### src/rtl/usb_tx_pkg.sv
// Shared types, CRC16 constants and the byte-wise CRC16 step for the USB transmit arbiter.
package usb_tx_pkg;

    // Arbiter state encoding; codes not listed here fall back to IDLE.
    typedef logic [1:0] usb_tx_state_t;

    localparam usb_tx_state_t ST_IDLE   = 2'd0;
    localparam usb_tx_state_t ST_DATA   = 2'd1;
    localparam usb_tx_state_t ST_CRC_LO = 2'd2;
    localparam usb_tx_state_t ST_CRC_HI = 2'd3;

    localparam logic [15:0] CRC16_POLY_R = 16'hA001;
    localparam logic [15:0] CRC16_INIT   = 16'hFFFF;

    // Reflected CRC16: data enters LSB first, so the feedback bit is crc[0] ^ data[i].
    function automatic logic [15:0] crc16_next(input logic [15:0] crc, input logic [7:0] data);
        logic [15:0] c;
        c = crc;
        for (int i = 0; i < 8; i++) begin
            if (c[0] ^ data[i]) begin
                c = (c >> 1) ^ CRC16_POLY_R;
            end else begin
                c = c >> 1;
            end
        end
        return c;
    endfunction

endpackage

### src/rtl/usb_crc16.sv
// Registered USB CRC16 accumulator; clear has priority over en and reloads the init value.
module usb_crc16
    import usb_tx_pkg::*;
(
    input  logic        clk,
    input  logic        reset,
    input  logic        i_clear,
    input  logic        i_en,
    input  logic [7:0]  i_byte,
    output logic [15:0] o_crc
);

    logic [15:0] r_crc;

    always_ff @(posedge clk) begin
        if (!reset || i_clear) begin
            r_crc <= CRC16_INIT;
        end else if (i_en) begin
            r_crc <= crc16_next(r_crc, i_byte);
        end
    end

    assign o_crc = r_crc;

endmodule

### src/rtl/usb_tx_arb.sv
// Round-robin USB transmit arbiter and packet sequencer.
// Define USB_TX_ARB_CRC_EN to append the 2-byte CRC16 after every packet.
module usb_tx_arb
    import usb_tx_pkg::*;
#(
    parameter int unsigned NUM_SRC = 4,
    parameter int unsigned DATA_W  = 8,
    localparam int unsigned GNT_W  = (NUM_SRC > 1) ? $clog2(NUM_SRC) : 1
) (
    input  logic                      clk,
    input  logic                      reset,
    input  logic [NUM_SRC-1:0]        i_src_valid,
    input  logic [NUM_SRC*DATA_W-1:0] i_src_data,
    input  logic [NUM_SRC-1:0]        i_src_last,
    output logic [NUM_SRC-1:0]        o_src_ready,
    output logic                      o_tx_valid,
    output logic [DATA_W-1:0]         o_tx_data,
    input  logic                      i_tx_ready,
    output logic [GNT_W-1:0]          o_gnt_id,
    output logic                      o_busy,
    output logic                      o_pkt_done
);

    usb_tx_state_t     r_state;
    usb_tx_state_t     w_state_d;
    logic [GNT_W-1:0]  r_gnt_id;
    logic [GNT_W-1:0]  r_rr_ptr;
    logic              r_pkt_done;

    logic [GNT_W-1:0]  w_pick;
    logic              w_found;
    int unsigned       w_scan_idx;
    logic              w_sel_valid;
    logic              w_sel_last;
    logic [DATA_W-1:0] w_sel_data;
    logic              w_xfer;
    logic              w_done;
    logic              w_crc_en;

    // First requester at or after the round-robin pointer, scanning upward with wrap.
    always_comb begin
        w_found    = 1'b0;
        w_pick     = r_rr_ptr;
        w_scan_idx = 0;
        for (int unsigned k = 0; k < NUM_SRC; k++) begin
            w_scan_idx = (int'(r_rr_ptr) + k) % NUM_SRC;
            if (!w_found && i_src_valid[w_scan_idx]) begin
                w_found = 1'b1;
                w_pick  = GNT_W'(w_scan_idx);
            end
        end
    end

    assign w_sel_valid = i_src_valid[r_gnt_id];
    assign w_sel_last  = i_src_last[r_gnt_id];
    assign w_sel_data  = i_src_data[r_gnt_id*DATA_W +: DATA_W];

`ifdef USB_TX_ARB_CRC_EN
    logic [15:0] w_crc;

    usb_crc16 u_crc (
        .clk     (clk),
        .reset   (reset),
        .i_clear (w_done),
        .i_en    (w_crc_en),
        .i_byte  (w_sel_data[7:0]),
        .o_crc   (w_crc)
    );
`endif

    always_comb begin
        o_tx_valid  = 1'b0;
        o_tx_data   = '0;
        o_src_ready = '0;
        case (r_state)
            ST_DATA: begin
                o_tx_valid            = w_sel_valid;
                o_tx_data             = w_sel_data;
                o_src_ready[r_gnt_id] = i_tx_ready;
            end
`ifdef USB_TX_ARB_CRC_EN
            ST_CRC_LO: begin
                o_tx_valid = 1'b1;
                o_tx_data  = DATA_W'(~w_crc[7:0]);
            end
            ST_CRC_HI: begin
                o_tx_valid = 1'b1;
                o_tx_data  = DATA_W'(~w_crc[15:8]);
            end
`endif
            default: ;
        endcase
    end

    assign w_xfer = o_tx_valid & i_tx_ready;

    always_comb begin
        w_state_d = r_state;
        w_done    = 1'b0;
        w_crc_en  = 1'b0;
        case (r_state)
            ST_IDLE: begin
                if (w_found) begin
                    w_state_d = ST_DATA;
                end
            end
            ST_DATA: begin
                if (w_xfer) begin
                    w_crc_en = 1'b1;
                    if (w_sel_last) begin
`ifdef USB_TX_ARB_CRC_EN
                        w_state_d = ST_CRC_LO;
`else
                        w_state_d = ST_IDLE;
                        w_done    = 1'b1;
`endif
                    end
                end
            end
`ifdef USB_TX_ARB_CRC_EN
            ST_CRC_LO: begin
                if (i_tx_ready) begin
                    w_state_d = ST_CRC_HI;
                end
            end
            ST_CRC_HI: begin
                if (i_tx_ready) begin
                    w_state_d = ST_IDLE;
                    w_done    = 1'b1;
                end
            end
`endif
            default: w_state_d = ST_IDLE;
        endcase
    end

    always_ff @(posedge clk) begin
        if (!reset) begin
            r_state    <= ST_IDLE;
            r_gnt_id   <= '0;
            r_rr_ptr   <= '0;
            r_pkt_done <= 1'b0;
        end else begin
            r_state    <= w_state_d;
            r_pkt_done <= w_done;
            if (r_state == ST_IDLE && w_found) begin
                r_gnt_id <= w_pick;
            end
            if (w_done) begin
                r_rr_ptr <= (r_gnt_id == GNT_W'(NUM_SRC - 1)) ? '0 : r_gnt_id + 1'b1;
            end
        end
    end

    assign o_gnt_id   = r_gnt_id;
    assign o_busy     = (r_state != ST_IDLE);
    assign o_pkt_done = r_pkt_done;

endmodule

### config.mk
export PLATFORM = sky130hd
export DESIGN_NAME = usb_tx_arb
export DESIGN_NICKNAME = d
export VERILOG_FILES = /design/src/rtl/usb_tx_pkg.sv /design/src/rtl/usb_crc16.sv /design/src/rtl/usb_tx_arb.sv
export SDC_FILE = /design/constraint.sdc
export NUM_CORES = 1
export LEC_CHECK = 0
export ABC_AREA = 1
export CORE_MARGIN = 2
export CORE_UTILIZATION = 33
export CTS_CLUSTER_DIAMETER = 200
export CTS_CLUSTER_SIZE = 25
export DETAILED_ROUTE_END_ITERATION = 8
export HOLD_SLACK_MARGIN = 0.12
export PLACE_DENSITY = 0.77
export SYNTH_ARGS = -nofsm -noshare
export SYNTH_HDL_FRONTEND = slang
export SYNTH_SLANG_ARGS = --single-unit
### constraint.sdc
create_clock -name clk -period 1.3 [get_ports clk]
set_input_delay 0.325 -clock clk [delete_from_list [all_inputs] [get_ports clk]]
set_output_delay 0.325 -clock clk [all_outputs]
set_load 0.05 [all_outputs]
==> results of run 1 <==
-- repair_timing --
item / in CTS / in global routing
gates resized for setup: 67 / 48
pin swaps: 23 / 42
endpoints found under the setup margin: 20 / 21
cloned: 0 / 2
setup buffers: 10 / 7
-- metal layers --
metal  wire length [um]  global-route usage [%]  vias up
met2               3205                   54.35       97
met1               2289                   31.44      831
met3                350                   7.256       30
met4                277                   17.94        0
met5                  0                       0        -
li1                   -                       -      766
-- power by group through the flow --
stage          Clock [mW]  Combinational (mW)  Sequential, mW
2_1_floorplan           0               0.850           0.306
3_3_place_gp            0                1.51           0.251
3_5_place_dp            0                1.54           0.252
4_1_cts             0.201                1.75           0.256
5_1_grt             0.224                2.16           0.278
6_report            0.216                2.08           0.277
-- worst register-to-register path: cells and delay by family (launching register included) --
family | cells | cell delay (ps)
buffers and inverters | 3 | 340
flip-flops | 1 | 390
AND/OR/NAND/NOR | 7 | 730
AO/OA/AOI/OAI | 1 | 230
-- registers in the layout, indices dropped and copies added, names as in the netlist --
register and cells:
o_gnt_id 2, o_pkt_done 1, r_state 1, r_rr_ptr 2
-- cell families after synthesis --
group	count (synthesis)	share of synthesized area, %
AO/OA/AOI/OAI	41	22.33
AND/OR/NAND/NOR	103	46.39
adder cells (fa/ha/maj)	4	5.348
flip-flops	6	12.83
buffers and inverters	25	12.03
multiplexers	1	1.070
-- per-stage QoR --
stage,util (%),TNS [ps],setup WS [ps]
finish,94.10,-8003,-504.3
global route,94.10,-8634,-538.7
detailed placement,74.97,-8077,-559.7
global placement,74.97,-7688,-552.8
floorplan,-,-4234,-322.7
CTS,84.76,-5718,-407.0
-- how the worst min path moves through the flow --
stage	to	slack, ps	cells after the start
after CTS	r_rr_ptr[1]	660	3
after global placement	r_rr_ptr[1]	660	3
after detailed placement	r_state[0]	660	3
final	r_rr_ptr[1]	680	3
after floorplan	r_state[0]	450	2
after global routing	r_rr_ptr[1]	690	3
-- placed cells by master, fill, tap and decap left out, drive strengths merged --
cell | netlist | routed
nand3 | 12 | 12
nor2 | 48 | 48
clkinv | 1 | 1
ha | 4 | 4
dlygate4sd2 | 0 | 7
clkbuf | 2 | 6
dfxtp | 6 | 6
nand4 | 1 | 1
mux2i | 1 | 1
o21ai | 25 | 25
nand2 | 42 | 42
inv | 15 | 15
a21oi | 16 | 16
buf | 7 | 54
clkdlybuf4s50 | 0 | 35
-- layout make-up --
| class | count | area [um2] | share of cell area [%] |
|---|---|---|---|
| clock buffer | 4 | 26.28 | 1.021 |
| multi-input combinational | 149 | 1110 | 43.14 |
| sequential | 6 | 138.9 | 5.399 |
| timing repair buffer | 98 | 1174 | 45.62 |
| inverter | 16 | 85.08 | 3.307 |
| tap | 31 | 38.79 | 1.508 |
==> summary.log, run 1 <==
[synth] register bit total from synthesis 6
[detailed_routing] total routed wirelength 6123 um
[critical_path] chain of cells forming the critical path clkbuf_16, nor2_4, nor2_2, o21ai_2, a21oi_4, buf_12
[timing] setup repair after global routing missed its margin true
[timing] transition time of the tightest slew-check pin 258.3 ps
[cts] number of levels in the clock H-tree 1
[pwr] combinational fraction of design power 80.8%
[cells_and_area] count of inserted antenna diode cells 0
[synth] area share of the largest cell type after synthesis 18.05%
[floorplanning] chip width 57.26 um
[timing] Period Utilization, post-route 138.8%
[timing] setup violators final 21
[critical_path] worst endpoint required time 980 ps
[global_routing] total gr overflow 0
[critical_path] library cell contributing the largest single delay on the critical path dfxtp_4
[outcome] failing checks negative setup slack
[floorplanning] IO Count 60
[hold_path] classification of the worst-slack hold path flop to flop
[detailed_routing] number of DRC violations after detailed routing 0
[floorplanning] die span in y 57.26 um
[critical_path] Critical Path Source Type flop
[critical_path] Worst EP arrival 1480 ps
[critical_path] r2r startpoint r_rr_ptr[0]
[pwr] total design power 2.573 mW
[global_routing] number of antenna violations at the first check in global routing 0
[place] placed standard-cell area 0.002049 mm2
[pwr] P_sw 1.280 mW
[synth] fraction of synthesis flops using an asynchronous set or reset pin 0%
[global_routing] total routing resource utilization after global routing 30.15%
[critical_path] Worst Setup End Kind primary output
[cells_and_area] number of nets in the final layout 321
[hold_path] Min-Delay Startpoint r_rr_ptr[1]
[timing] max-slew headroom at the worst pin 82.29%
[detailed_routing] iteration count of the initial detailed-routing pass 4
[critical_path] Worst path depth 6
[synth] number of instances in the synthesized netlist 180
[synth] main flop type after synthesis dfxtp_1
[global_routing] wire length of the first global-routing pass 7645 um
[timing] final clock skew 4.943 ps
[floorplanning] Initial Utilization 34.23%
[pwr] fraction of power spent switching nets 49.75%
[cts] CTS tree yes
[critical_path] critical setup path kind flop to primary output
[synth] synthesized netlist net count 227
[pwr] pwr dens 1000 mW/mm2
[cts] library cell used as clock root buffer clkbuf_4
[pwr] part of the power in the clock network 8.4%
[floorplanning] Core Footprint 0.002734 mm2
[synth] synth cell count leaders nor2_1 (45), nand2_1 (35), o21ai_0 (19), a21oi_1 (16), nand3_1 (12)
[cells_and_area] Non-Filler Instances 304
[place] routability congestion estimate from global placement 0.8275
[pwr] cell internal pwr 1.293 mW
[cts] Worst-path clk slew 60 ps
[detailed_routing] Avg Vias per Cell 5.671
[floorplanning] Row Count 19
[critical_path] Slowest Stage Delay on Critical Path 420 ps
[detailed_routing] Vias 1724
[synth] number of warnings reported in the yosys synthesis log 0
[cells_and_area] summed area of non-filler cells in the final layout 0.002572 mm2
[run] number of max-capacitance violations reported 0
[cts] hold buffer count at cts 0
[critical_path] length in cells of the worst reg-to-reg path 11
[pwr] power share of the sequential group 10.7%
[detailed_routing] number of DRC markers in iteration 0 148
[synth] sequential area share after synthesis 12.83%
[critical_path] slack of the worst reg-to-reg path -470 ps
[detailed_routing] average detailed-routed wire length per instance 20.14 um
[pwr] leakage component of the power 1.055 nW
[cells_and_area] fill count 82
[synth] number of distinct library cells after synthesis 22
[synth] Mapped Area 935.9 um2
[floorplanning] die area 0.003278 mm2
[cts] Sink Count 6
[timing] final hold vios 0
[timing] post-route minimum period 1804 ps
[critical_path] Worst Path Buf+Inv 2
[critical_path] destination of the worst register-to-register timing path o_gnt_id[1]
[synth] leading post-synthesis cells by cell area nor2_1 (18%), nand2_1 (14%), dfxtp_1 (13%)
[critical_path] beginning of the critical path o_gnt_id[0]
[cts] buffer levels on the longest clock path 2
[place] placed cell count 282
[pwr] peak ir drop on the vdd network 1305 uV
[cells_and_area] share of post-route cells with drive strength above 1 56.78%
[critical_path] top cell family by delay on the critical path flip-flops
[timing] highest clock frequency the design can meet 0.5542 GHz
[detailed_routing] post-detailed-route count of antenna-violating nets 0
[critical_path] Worst Setup EP o_tx_data[0]
[synth] mean post-synth cell area 5.199 um2
[timing] Max Slew Vio Count 0
[global_routing] vias in the first global route 1728
[place] Post-DP HPWL 2832 um
[critical_path] highest fanout seen on the critical path 6
[timing] final hold slack 684.9 ps
[synth] number of enable flip-flop cells after synthesis 0
[cts] number of buffers created by CTS 3
[global_routing] largest net degree at the start of global routing 14
[timing] setup slack after layout -504.3 ps
[outcome] run status finished with violations
[place] I/O Buffers 59
[cts] later-pin clock latency in the skew report 270 ps
[synth] most numerous cell in the Yosys netlist nor2_1
[cells_and_area] synthesis-to-finish area growth 174.9%
[synth] dominant cell type by area after synthesis nor2_1
(Power assumes the default switching activity.)
==> run 2: changes to the inputs <==
CORE_ASPECT_RATIO = 0.5   (was default)
==> summary.log, run 2 (synthesis results as in run 1) <==
[timing] setup repair after global routing missed its margin true
[detailed_routing] total routed wire length on the met1 layer 2234 um [-2.4%]
[critical_path] chain of cells forming the critical path buf_16, a21oi_1, o21ai_1, a21oi_4, buf_12
[floorplanning] die span in y 41.66 um [-27%]
[cts] hold buffer count at cts 0 [unchanged]
[cts] Sink Count 6 [unchanged]
[detailed_routing] met2 wire len 2977 um [-7.1%]
[pwr] pwr dens 1018 mW/mm2 [+1.8%]
[timing] max-slew headroom at the worst pin 78.90% [-3.4 points]
[detailed_routing] Vias 1763 [+2.3%]
[timing] Max Slew Vio Count 0 [unchanged]
[detailed_routing] post-detailed-route count of antenna-violating nets 0 [unchanged]
[floorplanning] Initial Utilization 35.30% [+1.1 points]
[critical_path] critical setup path kind flop to primary output
[cells_and_area] synthesis-to-finish area growth 164.7%
[place] Post-DP HPWL 2607 um [-7.9%]
[global_routing] total routing resource utilization after global routing 28.53% [-1.6 points]
[floorplanning] Row Count 13 [-6]
[cells_and_area] final standard cell utilization of the core 93.44% [-0.66 points]
[global_routing] total gr overflow 0 [unchanged]
[critical_path] Worst EP arrival 1500 ps [+20 ps]
[cells_and_area] most frequent standard cell in the layout excluding fill and tap cells nor2_1
[critical_path] library cell contributing the largest single delay on the critical path dfxtp_4
[detailed_routing] average detailed-routed wire length per instance 21.00 um [+4.3%]
[floorplanning] die area 0.003304 mm2 [+0.78%]
[timing] post-route minimum period 1823 ps [+18.98 ps]
[cells_and_area] area used by sequential logic in the layout 138.9 um2 [unchanged]
[detailed_routing] Avg Vias per Cell 5.857 [+3.3%]
[hold_path] classification of the worst-slack hold path flop to flop
[timing] Period Utilization, post-route 140.3% [+1.5 points]
[detailed_routing] number of DRC violations after detailed routing 0 [unchanged]
[timing] setup violators final 20 [-4.8%]
[place] routability congestion estimate from global placement 0.9267 [+12%]
[place] placed standard-cell area 0.001992 mm2 [-2.8%]
[critical_path] highest fanout seen on the critical path 10 [+4]
[outcome] failing checks negative setup slack
[cts] Worst-path clk slew 50 ps [about the same]
[timing] highest clock frequency the design can meet 0.5484 GHz [-1.0%]
[cts] later-pin clock latency in the skew report 240 ps [-30 ps]
[timing] transition time of the tightest slew-check pin 314.4 ps [+56.14 ps]
[critical_path] Slowest Stage Delay on Critical Path 380 ps [-40 ps]
[global_routing] vias in the first global route 1614 [-6.6%]
[floorplanning] IO Count 60 [unchanged]
[timing] final clock skew 1.482 ps [-3.461 ps]
[run] number of max-capacitance violations reported 0 [unchanged]
[timing] setup slack after layout -523.3 ps [-18.98 ps]
[detailed_routing] total routed wirelength 6321 um [+3.2%]
[global_routing] largest net degree at the start of global routing 22 [+8]
[detailed_routing] Met3 Wirelength 626 um [+79%]
[cells_and_area] fill count 82 [unchanged]
[critical_path] top cell family by delay on the critical path compound AO/OA/AOI/OAI gates
[cells_and_area] share of post-route cells with drive strength above 1 50.00% [-6.8 points]
[critical_path] Worst Path Buf+Inv 2 [unchanged]
[critical_path] Worst Setup End Kind primary output
[cts] library cell used as clock root buffer clkbuf_8
[critical_path] worst endpoint required time 980 ps [about the same]
[global_routing] number of antenna violations at the first check in global routing 0 [unchanged]
[pwr] peak ir drop on the vdd network 567.6 uV [-57%]
[detailed_routing] highest metal layer with signal wires met4
[cells_and_area] summed area of non-filler cells in the final layout 0.002477 mm2 [-3.7%]
[detailed_routing] iteration count of the initial detailed-routing pass 5 [+1]
[critical_path] Critical Path Source Type flop
[global_routing] wire length of the first global-routing pass 7396 um [-3.3%]
[detailed_routing] number of DRC markers in iteration 0 216 [+46%]
[floorplanning] Core Footprint 0.002651 mm2 [-3.0%]
[cts] buffer levels on the longest clock path 2 [unchanged]
[timing] final hold slack 607.5 ps [-77.42 ps]
[cells_and_area] count of inserted antenna diode cells 0 [unchanged]
[place] I/O Buffers 59 [unchanged]
[cts] number of buffers created by CTS 3 [unchanged]
[pwr] total design power 2.523 mW [-2.0%]
[cts] CTS tree yes
[cts] number of levels in the clock H-tree 1 [unchanged]
[cells_and_area] highest-count cells in the layout ignoring fill and taps nor2_1 (38), clkdlybuf4s50_1 (37), o21ai_1 (19), buf_12 (19), buf_4 (19)
[cells_and_area] number of nets in the final layout 312 [-2.8%]
[timing] final hold vios 0 [unchanged]
[cells_and_area] multi-input combinational cell area 0.001110 mm2 [unchanged]
[outcome] run status finished with violations
[pwr] leakage component of the power 1.014 nW [-3.9%]
[floorplanning] chip width 79.32 um [+39%]
-- run 2: cell types whose count changed in the layout (fill, tap and decap cells not counted), sizes merged --
cell / previous run / this run
buf: 54 / 47
clkdlybuf4s50: 35 / 37
clkbuf: 6 / 5
clkdlybuf4s15: 0 / 1
dlygate4sd2: 7 / 3
-- run 2: worst register-to-register path: stages, from the launching register on --
cell and delay [ps]:
dfxtp_4 380, buf_16 160, a21oi_1 200, o21ai_1 160
a21oi_4 200, buf_4 160, nand3_4 130, o21ai_2 180
a21oi_1 80
-- run 2: power by group --
part / switching, mW / internal, mW / leakage [nW]
sequential: 0.0568 / 0.211 / 0.0526
clock: 0.125 / 0.215 / 0.0228
combinational: 1.08 / 0.836 / 0.939
-- run 2: worst paths after layout --
| check | depth (start not counted) | endpoint | slack, ps | startpoint |
|---|---|---|---|---|
| hold / removal | 2 | o_gnt_id[1] | 610 | o_gnt_id[1] |
| setup / recovery | 5 | o_tx_valid | -520 | o_gnt_id[0] |
| hold reg to reg | 2 | o_gnt_id[1] | 610 | o_gnt_id[1] |
| setup reg to reg | 8 | r_rr_ptr[0] | -480 | o_gnt_id[0] |
-- run 2: layout make-up --
class,count,area share (%)
multi-input cells,149,44.80
repair buffers,89,42.47
flip-flops and latches,6,5.606
inverters,16,3.434
well taps,37,1.869
clock buffers,4,1.818
-- run 2: metrics by stage --
step,worst slack [ps],cells,TNS (ps)
5_1_grt,-608.8,301,-8896
4_1_cts,-370.1,298,-5379
3_3_place_gp,-538.5,281,-7702
6_report,-523.3,301,-7583
2_1_floorplan,-322.7,180,-4234
3_5_place_dp,-560.7,281,-8028
-- run 2: repair_timing --
action	4_1_cts	5_1_grt
gates cloned	1	0
resized for setup	60	42
setup endpoints to repair	19	20
setup buffers	12	3
pin swaps	17	18
-- run 2: layer usage --
layer  vias up  track usage, %
met5         -               0
met4         0           21.03
met3        63           5.652
met2       165           49.32
met1       790           31.32
li1        745               -
==> run 3: changes to the inputs <==
CAP_MARGIN = 10   (was default)
==> results of run 3 <==
The final DEF is identical to that of run 2; final timing and power are the same.
